[config.mk]
export PLATFORM = sky130hd
export DESIGN_NAME = i2s_receiver
export DESIGN_NICKNAME = d
export VERILOG_FILES = /design/src/rtl/i2s_receiver.sv
export SDC_FILE = /design/constraint.sdc
export NUM_CORES = 1
export LEC_CHECK = 0
export CORE_MARGIN = 10
export CORE_UTILIZATION = 30
export CTS_BUF_LIST = sky130_fd_sc_hd__clkbuf_16
export CTS_CLUSTER_SIZE = 16
export DETAILED_ROUTE_END_ITERATION = 10
export SLEW_MARGIN = 20
export SYNTH_ARGS = -nofsm -noshare
export SYNTH_HDL_FRONTEND = slang
export SYNTH_SLANG_ARGS = --single-unit
[constraint.sdc]
create_clock -name clock -period 3 [get_ports clock]
set_input_delay 0.3 -clock clock [delete_from_list [all_inputs] [get_ports clock]]
set_output_delay 0.3 -clock clock [all_outputs]
set_load 0.02 [all_outputs]
[src/rtl/i2s_receiver.sv]
// I2S capture path: oversamples BCLK/LRCLK/DATA in the system clock domain and
// delivers one left/right sample pair per frame over a valid/ready handshake.
module i2s_receiver #(
  parameter int unsigned WIDTH         = 16,
  parameter int unsigned MAX_SLOT_BITS = 32
) (
  input  logic             clock,
  input  logic             reset,        // asynchronous, active-low
  input  logic             BCLK,
  input  logic             ADC_LR_CLK,
  input  logic             ADC_DATA,
  input  logic             sample_ready,
  output logic [WIDTH-1:0] sample_left,
  output logic [WIDTH-1:0] sample_right,
  output logic             sample_valid,
  output logic             overrun,
  output logic             frame_error
);

  localparam int unsigned CNT_W = 6;
  localparam logic [WIDTH-1:0] MSB_ONE = {1'b1, {(WIDTH-1){1'b0}}};

  typedef enum logic [1:0] {
    ALIGN = 2'd0,
    LEFT  = 2'd1,
    RIGHT = 2'd2
  } state_e;

  // Input synchronisers; bclk has a third stage for rising-edge detection
  logic [2:0] bclk_sync_q;
  logic [1:0] ws_sync_q;
  logic [1:0] data_sync_q;

  // Registered edge strobe with the ws/data values seen at that edge
  logic edge_q;
  logic ws_e_q;
  logic data_e_q;

  state_e           state_q, state_d;
  logic [CNT_W-1:0] cnt_q, cnt_d;
  logic [WIDTH-1:0] shift_q, shift_d;
  logic             ws_prev_q, ws_prev_d;
  logic [WIDTH-1:0] hold_q, hold_d;
  logic [WIDTH-1:0] left_q, left_d;
  logic [WIDTH-1:0] right_q, right_d;
  logic             valid_q, valid_d;
  logic             overrun_q, overrun_d;
  logic             ferr_q, ferr_d;

  logic [WIDTH-1:0] word_c;
  logic [CNT_W-1:0] cnt_inc_c;
  logic             boundary_c;
  logic             over_c;

  always_comb begin
    // Bits past WIDTH fall off the end of the mask and are ignored
    word_c     = shift_q | ({WIDTH{data_e_q}} & (MSB_ONE >> cnt_q));
    cnt_inc_c  = (cnt_q == {CNT_W{1'b1}}) ? cnt_q : cnt_q + CNT_W'(1);
    boundary_c = (ws_e_q != ws_prev_q);
    over_c     = (32'(cnt_inc_c) > MAX_SLOT_BITS);

    state_d   = state_q;
    cnt_d     = cnt_q;
    shift_d   = shift_q;
    ws_prev_d = ws_prev_q;
    hold_d    = hold_q;
    left_d    = left_q;
    right_d   = right_q;
    valid_d   = valid_q;
    overrun_d = 1'b0;
    ferr_d    = 1'b0;

    if (valid_q && sample_ready) begin
      valid_d = 1'b0;
    end

    if (edge_q) begin
      cnt_d   = cnt_inc_c;
      shift_d = word_c;
      if (boundary_c) begin
        cnt_d     = '0;
        shift_d   = '0;
        ws_prev_d = ws_e_q;
      end

      if ((state_q != ALIGN) && over_c) begin
        ferr_d  = 1'b1;
        state_d = ALIGN;
      end else if (boundary_c) begin
        unique case (state_q)
          ALIGN: begin
            if (ws_prev_q && !ws_e_q) begin
              state_d = LEFT;
            end
          end
          LEFT: begin
            hold_d  = word_c;
            state_d = RIGHT;
          end
          RIGHT: begin
            // Publish; acceptance in this same cycle is superseded by the new pair
            left_d    = hold_q;
            right_d   = word_c;
            overrun_d = valid_q && !sample_ready;
            valid_d   = 1'b1;
            state_d   = LEFT;
          end
          default: begin
            state_d = ALIGN;
          end
        endcase
      end
    end
  end

  always_ff @(posedge clock or negedge reset) begin
    if (!reset) begin
      bclk_sync_q <= '0;
      ws_sync_q   <= '0;
      data_sync_q <= '0;
      edge_q      <= 1'b0;
      ws_e_q      <= 1'b0;
      data_e_q    <= 1'b0;
      state_q     <= ALIGN;
      cnt_q       <= '0;
      shift_q     <= '0;
      ws_prev_q   <= 1'b0;
      hold_q      <= '0;
      left_q      <= '0;
      right_q     <= '0;
      valid_q     <= 1'b0;
      overrun_q   <= 1'b0;
      ferr_q      <= 1'b0;
    end else begin
      bclk_sync_q <= {bclk_sync_q[1:0], BCLK};
      ws_sync_q   <= {ws_sync_q[0], ADC_LR_CLK};
      data_sync_q <= {data_sync_q[0], ADC_DATA};
      edge_q      <= bclk_sync_q[1] & ~bclk_sync_q[2];
      ws_e_q      <= ws_sync_q[1];
      data_e_q    <= data_sync_q[1];
      state_q     <= state_d;
      cnt_q       <= cnt_d;
      shift_q     <= shift_d;
      ws_prev_q   <= ws_prev_d;
      hold_q      <= hold_d;
      left_q      <= left_d;
      right_q     <= right_d;
      valid_q     <= valid_d;
      overrun_q   <= overrun_d;
      ferr_q      <= ferr_d;
    end
  end

  assign sample_left  = left_q;
  assign sample_right = right_q;
  assign sample_valid = valid_q;
  assign overrun      = overrun_q;
  assign frame_error  = ferr_q;

endmodule

# Yosys cells after proc, flatten, opt, wreduce, memory -nomap -nowiden
# Index checks and enable logic that the tools add are counted.
[word_totals] reg_bits=86 in_bits=6 out_inout_bits=35 wordCells=60
[classes] addsub=1 magnitude_cmp=1 eq_ne=5 shift=1 n_mux=18 n_bitwise=5 reduce_logical=13
[op_table] operator="16-bit AND" n=1
[op_table] operator="16-bit 2-to-1 mux" n=1
[op_table] operator="16-bit OR" n=1
[op_table] operator="16-bit by 6-bit right shift with 16-bit output (first input constant)" n=1
[op_table] operator="6-bit 2-to-1 mux" n=2
[op_table] operator="1-bit 2-to-1 mux" n=11
[op_table] operator="4-bit AND reduction" n=2
[op_table] operator="6-bit by 1-bit adder with 6-bit output (second input constant)" n=1
[op_table] operator="6-bit == test (second input constant)" n=1
[op_table] operator="6-bit greater-than comparator (second input constant)" n=1
[op_table] operator="2-bit 2-to-1 mux" n=3
[op_table] operator="2-bit one-hot mux with 3 select lines" n=1
[op_table] operator="1-bit logical AND" n=4
[op_table] operator="2-bit nonzero test" n=2
[op_table] operator="3-bit inequality test (second input constant)" n=1
[op_table] operator="3-bit AND reduction" n=1
[op_table] operator="2-bit by 1-bit == test with 1-bit output (second input constant)" n=1
[op_table] operator="2-bit == test (second input constant)" n=1
[op_table] operator="1-bit logical NOT" n=2
[op_table] operator="2-bit logical NOT" n=1
[op_table] operator="1-bit NOT" n=2
[op_table] operator="2-bit AND reduction" n=1
[op_table] operator="1-bit AND" n=1
[op_table] operator="1-bit inequality test" n=1

# Depth between registers and ports, before layout
# Gate-level depths: netlist of the first run.
[depth] word_depth=6 ltp_mapped=8 depth_no_buf=6

# Worst setup path after synthesis of the first run
# No wires, ideal clock.
[synth_path] kind="reg-to-reg" startpoint="register cnt_q[0]" endpoint="register left_q[0], in the netlist sample_left[0]" setup_ns=0.125 t_arrival_ns=2.075 required_ns=2.875 slack_ns=0.800 path_stages_with_launch=8 n_path_buf=1 period_less_slack_ns=2.200 path_cell_list="dfrtp_1 > ha_1 > and2_4 > and3_1 > a211oi_4 > o211ai_4 > buf_6 > mux2_4"
[synth_via] elab_chain_cells=6
[synth_lines] element="start: declaration" line_no="40" text="logic [CNT_W-1:0] cnt_q, cnt_d;"
[synth_lines] element="start signal: assignment" line_no="142" text="cnt_q <= cnt_d;"
[synth_lines] element="6-bit by 1-bit adder with 6-bit output or 6-bit == test (tied branches)" line_no="58" text="cnt_inc_c = (cnt_q == {CNT_W{1'b1}}) ? cnt_q : cnt_q + CNT_W'(1);"
[synth_lines] element="6-bit 2-to-1 mux (*)" line_no="58"
[synth_lines] element="6-bit greater-than comparator (*)" line_no="60" text="over_c = (32'(cnt_inc_c) > MAX_SLOT_BITS);"
[synth_lines] element="1-bit logical AND (*)" line_no="86" text="if ((state_q != ALIGN) && over_c) begin"
[synth_lines] element="1-bit NOT (no line) (*)"
[synth_lines] element="4-bit AND reduction (no line) (*)"
[synth_lines] element="end signal: assignment" line_no="146" text="left_q <= left_d;"
[synth_lines] element="end: declaration" line_no="44" text="logic [WIDTH-1:0] left_q, left_d;"
# Every way passes the cells marked *; elsewhere a longest branch is shown, timed or not.
# A chain may end at the register's enable or synchronous reset.

# Worst setup path after layout of the first run
[layout_path] startpoint="register cnt_q[0]" endpoint="register right_q[15], in the netlist sample_right[15]"
[layout_via] elab_chain_cells=6
[layout_lines] element="6-bit by 1-bit adder with 6-bit output or 6-bit == test (tied branches)" line_no="58"
[layout_lines] element="6-bit 2-to-1 mux" line_no="58"
[layout_lines] element="6-bit greater-than comparator" line_no="60"
[layout_lines] element="1-bit logical AND" line_no="86"
[layout_lines] element="1-bit NOT (no line)"
[layout_lines] element="4-bit AND reduction (no line)"
[layout_lines] element="end signal: assignment" line_no="147" text="right_q <= right_d;"
[layout_lines] element="end: declaration" line_no="45" text="logic [WIDTH-1:0] right_q, right_d;"
# Several ways; a longest one is shown, not always the timed one.

==> impl_metrics.json, run 1 <==
{
  "grt_pass1_vias": 2289,
  "max_freq_ghz": 0.3779,
  "tritoncts": "done",
  "io_buffers": 40,
  "fin_crit_sh": 0.8820,
  "synth_cells": 266,
  "final_area_mm2": 0.004459,
  "finalNetCount": 315,
  "gr-total-overflow": 0,
  "placed_cell_area_mm2": 0.004158,
  "arrival_ps": 2860,
  "numCtsBuffers": 9,
  "peakVddDrop_uv": 304.0,
  "yosysTopAreaCell": "dfrtp_1",
  "cts_resized": 0,
  "clk_pin_slew_worst_paths_ps": 70,
  "fin_setup_tns_ps": 0,
  "antennaDiodeCount": 0,
  "fp.dieH_um": 130.1,
  "path_cells": "ha_1, and2_4, a21oi_1, a211oi_4, o211ai_4, buf_12, mux2_4",
  "ys_seq_area_frac": 0.5919,
  "reg2regPathDepth": 7,
  "root_buffer": "clkbuf_16",
  "vias": 2161,
  "yosys.cell_types.count": 34,
  "drv_slew": 0,
  "rsz0062_at_grt": "false",
  "synth.most_common_cell": "dfrtp_1",
  "crit_fanout": 21,
  "power.internal_mw": 2.180,
  "clkSinkCount": 86,
  "core_area_mm2": 0.01196,
  "critPathCaptureType": "flop",
  "status": "finished, violations left",
  "violations": "negative hold slack",
  "max_cap_viol_count": 0,
  "cp_slowest_cell": "o211ai_4",
  "io_pins": 41,
  "ant_nets": 0,
  "die_x_um": 130.1,
  "place_ws_ps": 368.8,
  "initial_core_util": 0.3040,
  "tightest_slew_ps": 775.7,
  "path_class": "flop to flop",
  "drtIter0Drc": 112,
  "yosysTopAreaCellShare": 0.5919,
  "insertion_delay_ps": 340,
  "drtPass1Iterations": 4,
  "leakage_nw": 2.218,
  "setup_ws_ps": 354.0,
  "routed_wl_um": 6965,
  "place.detailed.hpwl_um": 4731,
  "crit_buf_inv": 1,
  "synth_warnings": 0,
  "drive_gt1_frac": 0.2308,
  "synth_ff_type": "dfrtp_1",
  "syn-num-nets": 274,
  "synth.cell_area_mm2": 0.003636,
  "p_seq_frac": 0.446,
  "p_per_area_mw_per_mm2": 687.6,
  "ys_async_sr_fraction": 1.000,
  "wire_per_inst_um": 15.17,
  "synth_area_per_cell_um2": 13.67,
  "critPathMaxStageDelay_ps": 600,
  "dieArea_mm2": 0.01692,
  "grt_max_degree": 87,
  "switchingPower_mw": 0.8859,
  "grt.total_usage": 0.08652,
  "fin_crit_ps": 2646,
  "synth_common_cells": "dfrtp_1 (86), mux2_4 (28), nand2_1 (27), mux2_2 (20)",
  "post-cts-setup-buffer-count": 0,
  "synth_edf_count": 0,
  "p_comb_frac": 0.193,
  "synthToLayoutAreaGrowth_pct": 22.64,
  "antenna_found_initial": 0,
  "final_hold_viol_count": 7,
  "hold_buffers": 0,
  "startpoint_type": "flop",
  "fin_skew_ps": 8.317,
  "synth_seq_cells": 86,
  "path_depth": 7,
  "maxSlewHeadroom": 0.4829,
  "clock_path_buffers": 2,
  "yosys-top-cells-area": "dfrtp_1 (59%), mux2_4 (12%), mux2_2 (6.2%), a21boi_0 (3.3%), a21o_1 (3.3%)",
  "rows": 40,
  "grt_pass1_wl_um": 11650,
  "hp-class": "input pin to async pin",
  "drc_errors": 0,
  "p_sw_frac": 0.2889,
  "p_clk_frac": 0.361,
  "h-tree-depth": 3,
  "setup_viol": 0,
  "vias_per_cell": 4.708,
  "required_ps": 3220,
  "hold_ws_ps": -14.26,
  "gp_congestion": 0.7977,
  "path_delay_family": "compound AO/OA/AOI/OAI gates"
}
## power groups by stage
stage	Combinational (mW)	Clock (mW)	Sequential [mW]
3_3_place_gp	0.589	0	1.38
2_1_floorplan	0.379	0	1.41
5_1_grt	0.648	1.18	1.39
4_1_cts	0.604	1.14	1.37
6_report	0.592	1.11	1.37
3_5_place_dp	0.599	0	1.39
## metrics by stage
step                  util  power, mW  instances
floorplan                -      1.786        266
global placement    0.3476      1.972        443
detailed placement  0.3476      1.990        443
CTS                 0.3725      3.110        459
global route        0.3728      3.216        459
finish              0.3728      3.066        459
## layout by cell type, fill, tap and decap left out, drive strengths merged
master         instances
o211ai                 2
buf                    2
nor3b                  2
and3                   4
ha                     2
mux2                  48
nand3                  3
o21ai                  8
nand2                 27
nor3                   3
a21boi                16
clkinvlp               1
a31oi                  1
a21o                  16
o221ai                 2
a22o                   2
nor2                   7
clkinv                 2
dfrtp                 86
bufinv                 1
a211oi                 1
and2                   4
clkdlybuf4s50         39
clkbuf                 9
nand2b                 2
nor2b                  3
nand3b                 1
inv                    7
nand4                  1
a21oi                  9
and3b                  1
## flip-flops by register name (all words and copies together) (netlist names), 2 cells and up
name and count:
hold_q 16, sample_left 16, sample_right 16, shift_q 16, cnt_q 6, bclk_sync_q 3
data_sync_q 2, state_q 2, ws_sync_q 2
## final cells by class
class / instances / area (µm²)
flip-flops and latches: 86 / 2152
well taps: 147 / 183.9
inverters: 4 / 15.01
repair buffers: 41 / 421.7
clock buffers: 9 / 225.2
fillers: 1139 / 7502
clock inverters: 7 / 72.57
multi-input cells: 165 / 1389
## layer usage
layer | part of all wire | track usage | vias up
li1 | - | - | 1017
met1 | 0.47 | 0.1070 | 1099
met2 | 0.46 | 0.1348 | 38
met3 | 0.063 | 0.03976 | 7
met4 | 0.0070 | 0.01984 | 0
met5 | 0 | 0 | -
## kinds of logic after synthesis
group | share of synthesized area
AO/OA/AOI/OAI | 0.1191
adder cells (fa/ha/maj) | 0.006881
buffers and inverters | 0.02615
flip-flops | 0.5919
multiplexers | 0.1776
AND/OR/NAND/NOR | 0.07846
## path summary, 6_finish.rpt
check                        startpoint               end  slack, ps
setup reg to reg               cnt_q[0]  sample_right[15]        350
setup / recovery               cnt_q[0]  sample_right[15]        350
hold / removal                    reset    bclk_sync_q[1]        -10
max in group asynchronous         reset        hold_q[15]       2450
hold reg to reg            ws_sync_q[1]            ws_e_q        350
min in group clock         ws_sync_q[1]            ws_e_q        350
Note: power is estimated with default switching activity, not from simulation.
==> inputs of run 2 (changes only) <==
--- a/config.mk
+++ b/config.mk
@@ -10,7 +10,7 @@
 export CTS_BUF_LIST = sky130_fd_sc_hd__clkbuf_16
 export CTS_CLUSTER_SIZE = 16
 export DETAILED_ROUTE_END_ITERATION = 10
-export SLEW_MARGIN = 20
+export GPL_ROUTABILITY_DRIVEN = 0
 export SYNTH_ARGS = -nofsm -noshare
 export SYNTH_HDL_FRONTEND = slang
 export SYNTH_SLANG_ARGS = --single-unit
==> impl_metrics.json, run 2 (synthesized netlist as in run 1, its figures left out) <==
{
  "crit_buf_inv": 1,
  "hp-class": "input pin to async pin",
  "io_buffers": 40,
  "drtPass1Iterations": 4,
  "routed_wl_um": 6985,
  "crit_path_start": "cnt_q[0]",
  "drtIter0Drc": 112,
  "tightest_slew_ps": 1071,
  "tritoncts": "done",
  "synthToLayoutAreaGrowth_pct": 22.54,
  "drc_errors": 0,
  "grt_util_met2": 0.1348,
  "fin_skew_ps": 7.895,
  "final_common_cell": "dfrtp_1",
  "final_area_mm2": 0.004456,
  "status": "finished clean",
  "numCtsBuffers": 9,
  "reg2regPathDepth": 7,
  "stdcell_count": 459,
  "grt_pass1_wl_um": 11650,
  "maxSlewHeadroom": 0.2860,
  "max_freq_ghz": 0.3777,
  "clkSinkCount": 86,
  "path_cells": "ha_1, and2_4, a21oi_1, a211oi_4, o211ai_4, buf_12, mux2_4",
  "p_per_area_mw_per_mm2": 688.9,
  "reg2reg_from": "cnt_q[0]",
  "fp.dieH_um": 130.1,
  "drv_slew": 0,
  "crit_fanout": 21,
  "antenna_found_initial": 0,
  "max_cap_viol_count": 0,
  "top_usage_layer": "met2",
  "arrival_ps": 2870,
  "grt_max_degree": 87,
  "cts_resized": 0,
  "layout_common_cells": "dfrtp_1 (86), clkdlybuf4s50_1 (39), mux2_4 (28)",
  "path_delay_family": "compound AO/OA/AOI/OAI gates",
  "leakage_nw": 2.217,
  "required_ps": 3220,
  "clock_path_buffers": 2,
  "final_hold_viol_count": 0,
  "fin_crit_ps": 2647,
  "grt.total_usage": 0.08652,
  "rsz0062_at_grt": "false",
  "initial_core_util": 0.3040,
  "grt_pass1_vias": 2289,
  "vias": 2167,
  "r2r_end": "sample_right[15]",
  "finalNetCount": 315,
  "setup_viol": 0,
  "h-tree-depth": 3,
  "clk_pin_slew_worst_paths_ps": 70,
  "fin_crit_sh": 0.8825,
  "core_area_mm2": 0.01196,
  "place.detailed.hpwl_um": 4731,
  "dieArea_mm2": 0.01692,
  "rows": 40,
  "ant_nets": 0,
  "io_pins": 41,
  "fin_setup_tns_ps": 0,
  "antennaDiodeCount": 0,
  "cp_slowest_cell": "o211ai_4",
  "nFillCells": 1139,
  "insertion_delay_ps": 340,
  "vias_per_cell": 4.721,
  "multi_input_area_mm2": 0.001389,
  "power_mw": 3.069,
  "drive_gt1_frac": 0.2308,
  "wire_per_inst_um": 15.22,
  "post-cts-setup-buffer-count": 0,
  "peakVddDrop_uv": 304.0,
  "critPathCaptureType": "flop",
  "met3_usage": 0.03976,
  "die_x_um": 130.1,
  "path_class": "flop to flop",
  "placed_cells": 443,
  "reg2reg_slack_ps": 350,
  "gr-total-overflow": 0,
  "hold_ws_ps": 124.9,
  "placed_cell_area_mm2": 0.004158,
  "startpoint_type": "flop",
  "root_buffer": "clkbuf_16",
  "critPathMaxStageDelay_ps": 600,
  "regArea_mm2": 0.002152,
  "grt_use_met1": 0.1070,
  "hold_buffers": 0
}
## run 2: cell types whose count changed in the layout (fill, tap and decap cells not counted)
cell / delta
buf_4: +1
buf_6: -1
## run 2: area by class of cell
type	count	share of cell area
flip-flops and latches	86	0.4830
multi-input cells	165	0.3117
repair buffers	41	0.09379
clock buffers	9	0.05055
well taps	147	0.04128
clock inverters	7	0.01629
inverters	4	0.003370
## run 2: worst max-delay path by stage
stage	cells after the start	slack (ps)	to
final	7	350	sample_right[15]
after global routing	7	200	sample_right[1]
after CTS	7	360	sample_right[15]
after detailed placement	7	370	sample_right[14]
after global placement	7	420	sample_right[15]
after floorplan	7	800	sample_left[0]
## run 2: per-stage QoR
| stage | utilization | worst slack [ps] |
|---|---|---|
| finish | 0.3725 | 352.5 |
| global route | 0.3725 | 199.9 |
| CTS | 0.3725 | 360.2 |
| detailed placement | 0.3476 | 368.8 |
| global placement | 0.3476 | 421.7 |
| floorplan | - | 799.8 |
## run 2: metal layers
layer  part of all wire  wire [µm]  up-vias
li1                   -          -     1017
met1               0.47       3288     1106
met2               0.45       3174       38
met3              0.068        475        6
met4             0.0066         46        0
met5                  0          0        -
## run 2: worst register-to-register path: stages, from the launching register on
cell and delay (ps):
dfrtp_1 460, ha_1 280, and2_4 190, a21oi_1 230, a211oi_4 150, o211ai_4 610
buf_12 280, mux2_4 330
## run 2: power breakdown
part           internal (mW)  switching, mW
logic                  0.267          0.325
clock network          0.648          0.462
registers               1.26          0.103
total                   2.18          0.889
==> RTL change, RTL diff (config.mk and constraints of run 1) <==
The parameter `WIDTH` goes from 16 to 18.
--- a/src/rtl/i2s_receiver.sv
+++ b/src/rtl/i2s_receiver.sv
@@ -1,7 +1,7 @@
 // I2S capture path: oversamples BCLK/LRCLK/DATA in the system clock domain and
 // delivers one left/right sample pair per frame over a valid/ready handshake.
 module i2s_receiver #(
-  parameter int unsigned WIDTH         = 16,
+  parameter int unsigned WIDTH         = 18,
   parameter int unsigned MAX_SLOT_BITS = 32
 ) (
   input  logic             clock,
Interface: changed (resized sample_left and sample_right); port bits go from 41 to 45. The function was not compared with the original's and may differ.
==> RTL change against run 1 <==
Sequential cell count is 8 higher. Final area is 9.9% higher. Worst setup slack better by 0.086 ns. Utilization is 0.12 points lower. Routed wire length is 11% higher. Power is 0.68% higher. Area after synthesis is 11% higher. Largest power group unchanged.
==> RTL change: results (changes against run 1) <==
Starting DRT DRC Count: 91 (was 112)
Area taken by flip-flops and latches: 0.00235 sq mm (was 0.00215 sq mm)
Pwr/cell area: 630 mW/mm^2 (was 688 mW/mm^2)
Seq/Total Area, Yosys: 58.4% (was 59.2%)
Standard cell with the maximum stage delay on the critical path: sky130_fd_sc_hd__dfrtp_1 (was sky130_fd_sc_hd__o211ai_4)
Ratio of cells with drive above 1 in the final layout: 28.7% (was 23.1%)
Hold Fails Final Rpt: 0 (was 7)
Overall Global Routing Usage: 9.01% (was 8.65%)
Post-synthesis compound-gate area fraction: 11.2% (was 11.9%)
Result of the run: complete, no violations (was finished, violations left)
Most frequent cells after synthesis: sky130_fd_sc_hd__dfrtp_1 (94), sky130_fd_sc_hd__mux2_2 (43), sky130_fd_sc_hd__nand2_1 (23) (was sky130_fd_sc_hd__dfrtp_1 (86), sky130_fd_sc_hd__mux2_4 (28), sky130_fd_sc_hd__nand2_1 (27))
Multi-input gates: 174 (was 165)
Relative area of non-clock buffer cells in the final design: 10.9% (was 9.46%)
Worst slew margin: 54.0% (was 48.3%)
Syn nets: 303 (was 274)
Proportion of power drawn by the clock network: 32.3% (was 36.1%)
Post-detailed-placement half-perimeter wirelength: 5260 microns (was 4730 microns)
Adder-cell share of the synthesized area: 2.17% (was 0.688%)
Slowest Stage Delay on Critical Path: 0.47 ns (was 0.60 ns)
Largest clock skew in the final design: 0.00977 ns (was 0.00832 ns)
Static power due to leakage: 2.30 nW (was 2.22 nW)
Number of different library cells in the post-synthesis netlist: 44 (was 34)
Cell-internal power: 0.00222 W (was 0.00218 W)
Pin count of the biggest net entering global routing: 95 (was 87)
Final-layout clock-cell area share: 5.26% (was 6.68%)
Logic inverters: 7 (was 4)
Depth of the worst register-to-register path: 8 (was 7)
Final weighted congestion in routability-driven placement: 0.787 (was 0.798)
Maximum fanout encountered on the critical timing path: 19 (was 21)
-- RTL change: changes by cell type in the layout (fill, tap and decap cells not counted), sizes merged, moves of 5 or more --
| cell | before | now |
|---|---|---|
| a31o | 0 | 7 |
| mux2 | 48 | 54 |
| dfrtp | 86 | 94 |
| buf | 2 | 9 |
| ha | 2 | 7 |
-- RTL change: through the flow --
step	area (sq um)	setup slack [ns]	cells	util (%)	hold slack, ns
2_1_floorplan	4030	0.613	290	-	0.00441
3_3_place_gp	4640	0.536	503	35.2	0.332
3_5_place_dp	4640	0.434	503	35.2	0.337
4_1_cts	4900	0.433	518	37.2	0.0263
5_1_grt	4900	0.336	518	37.2	0.0367
6_report	4900	0.440	518	37.2	0.0106
-- RTL change: layer usage --
metal	up-vias	part of all wire, %	track usage (%)	wire length [microns]
li1	1135	-	-	-
met1	1197	48	11.8	3680
met2	47	45	12.7	3470
met3	13	4.8	2.88	373
met4	0	2.6	5.27	204
met5	-	0	0	0
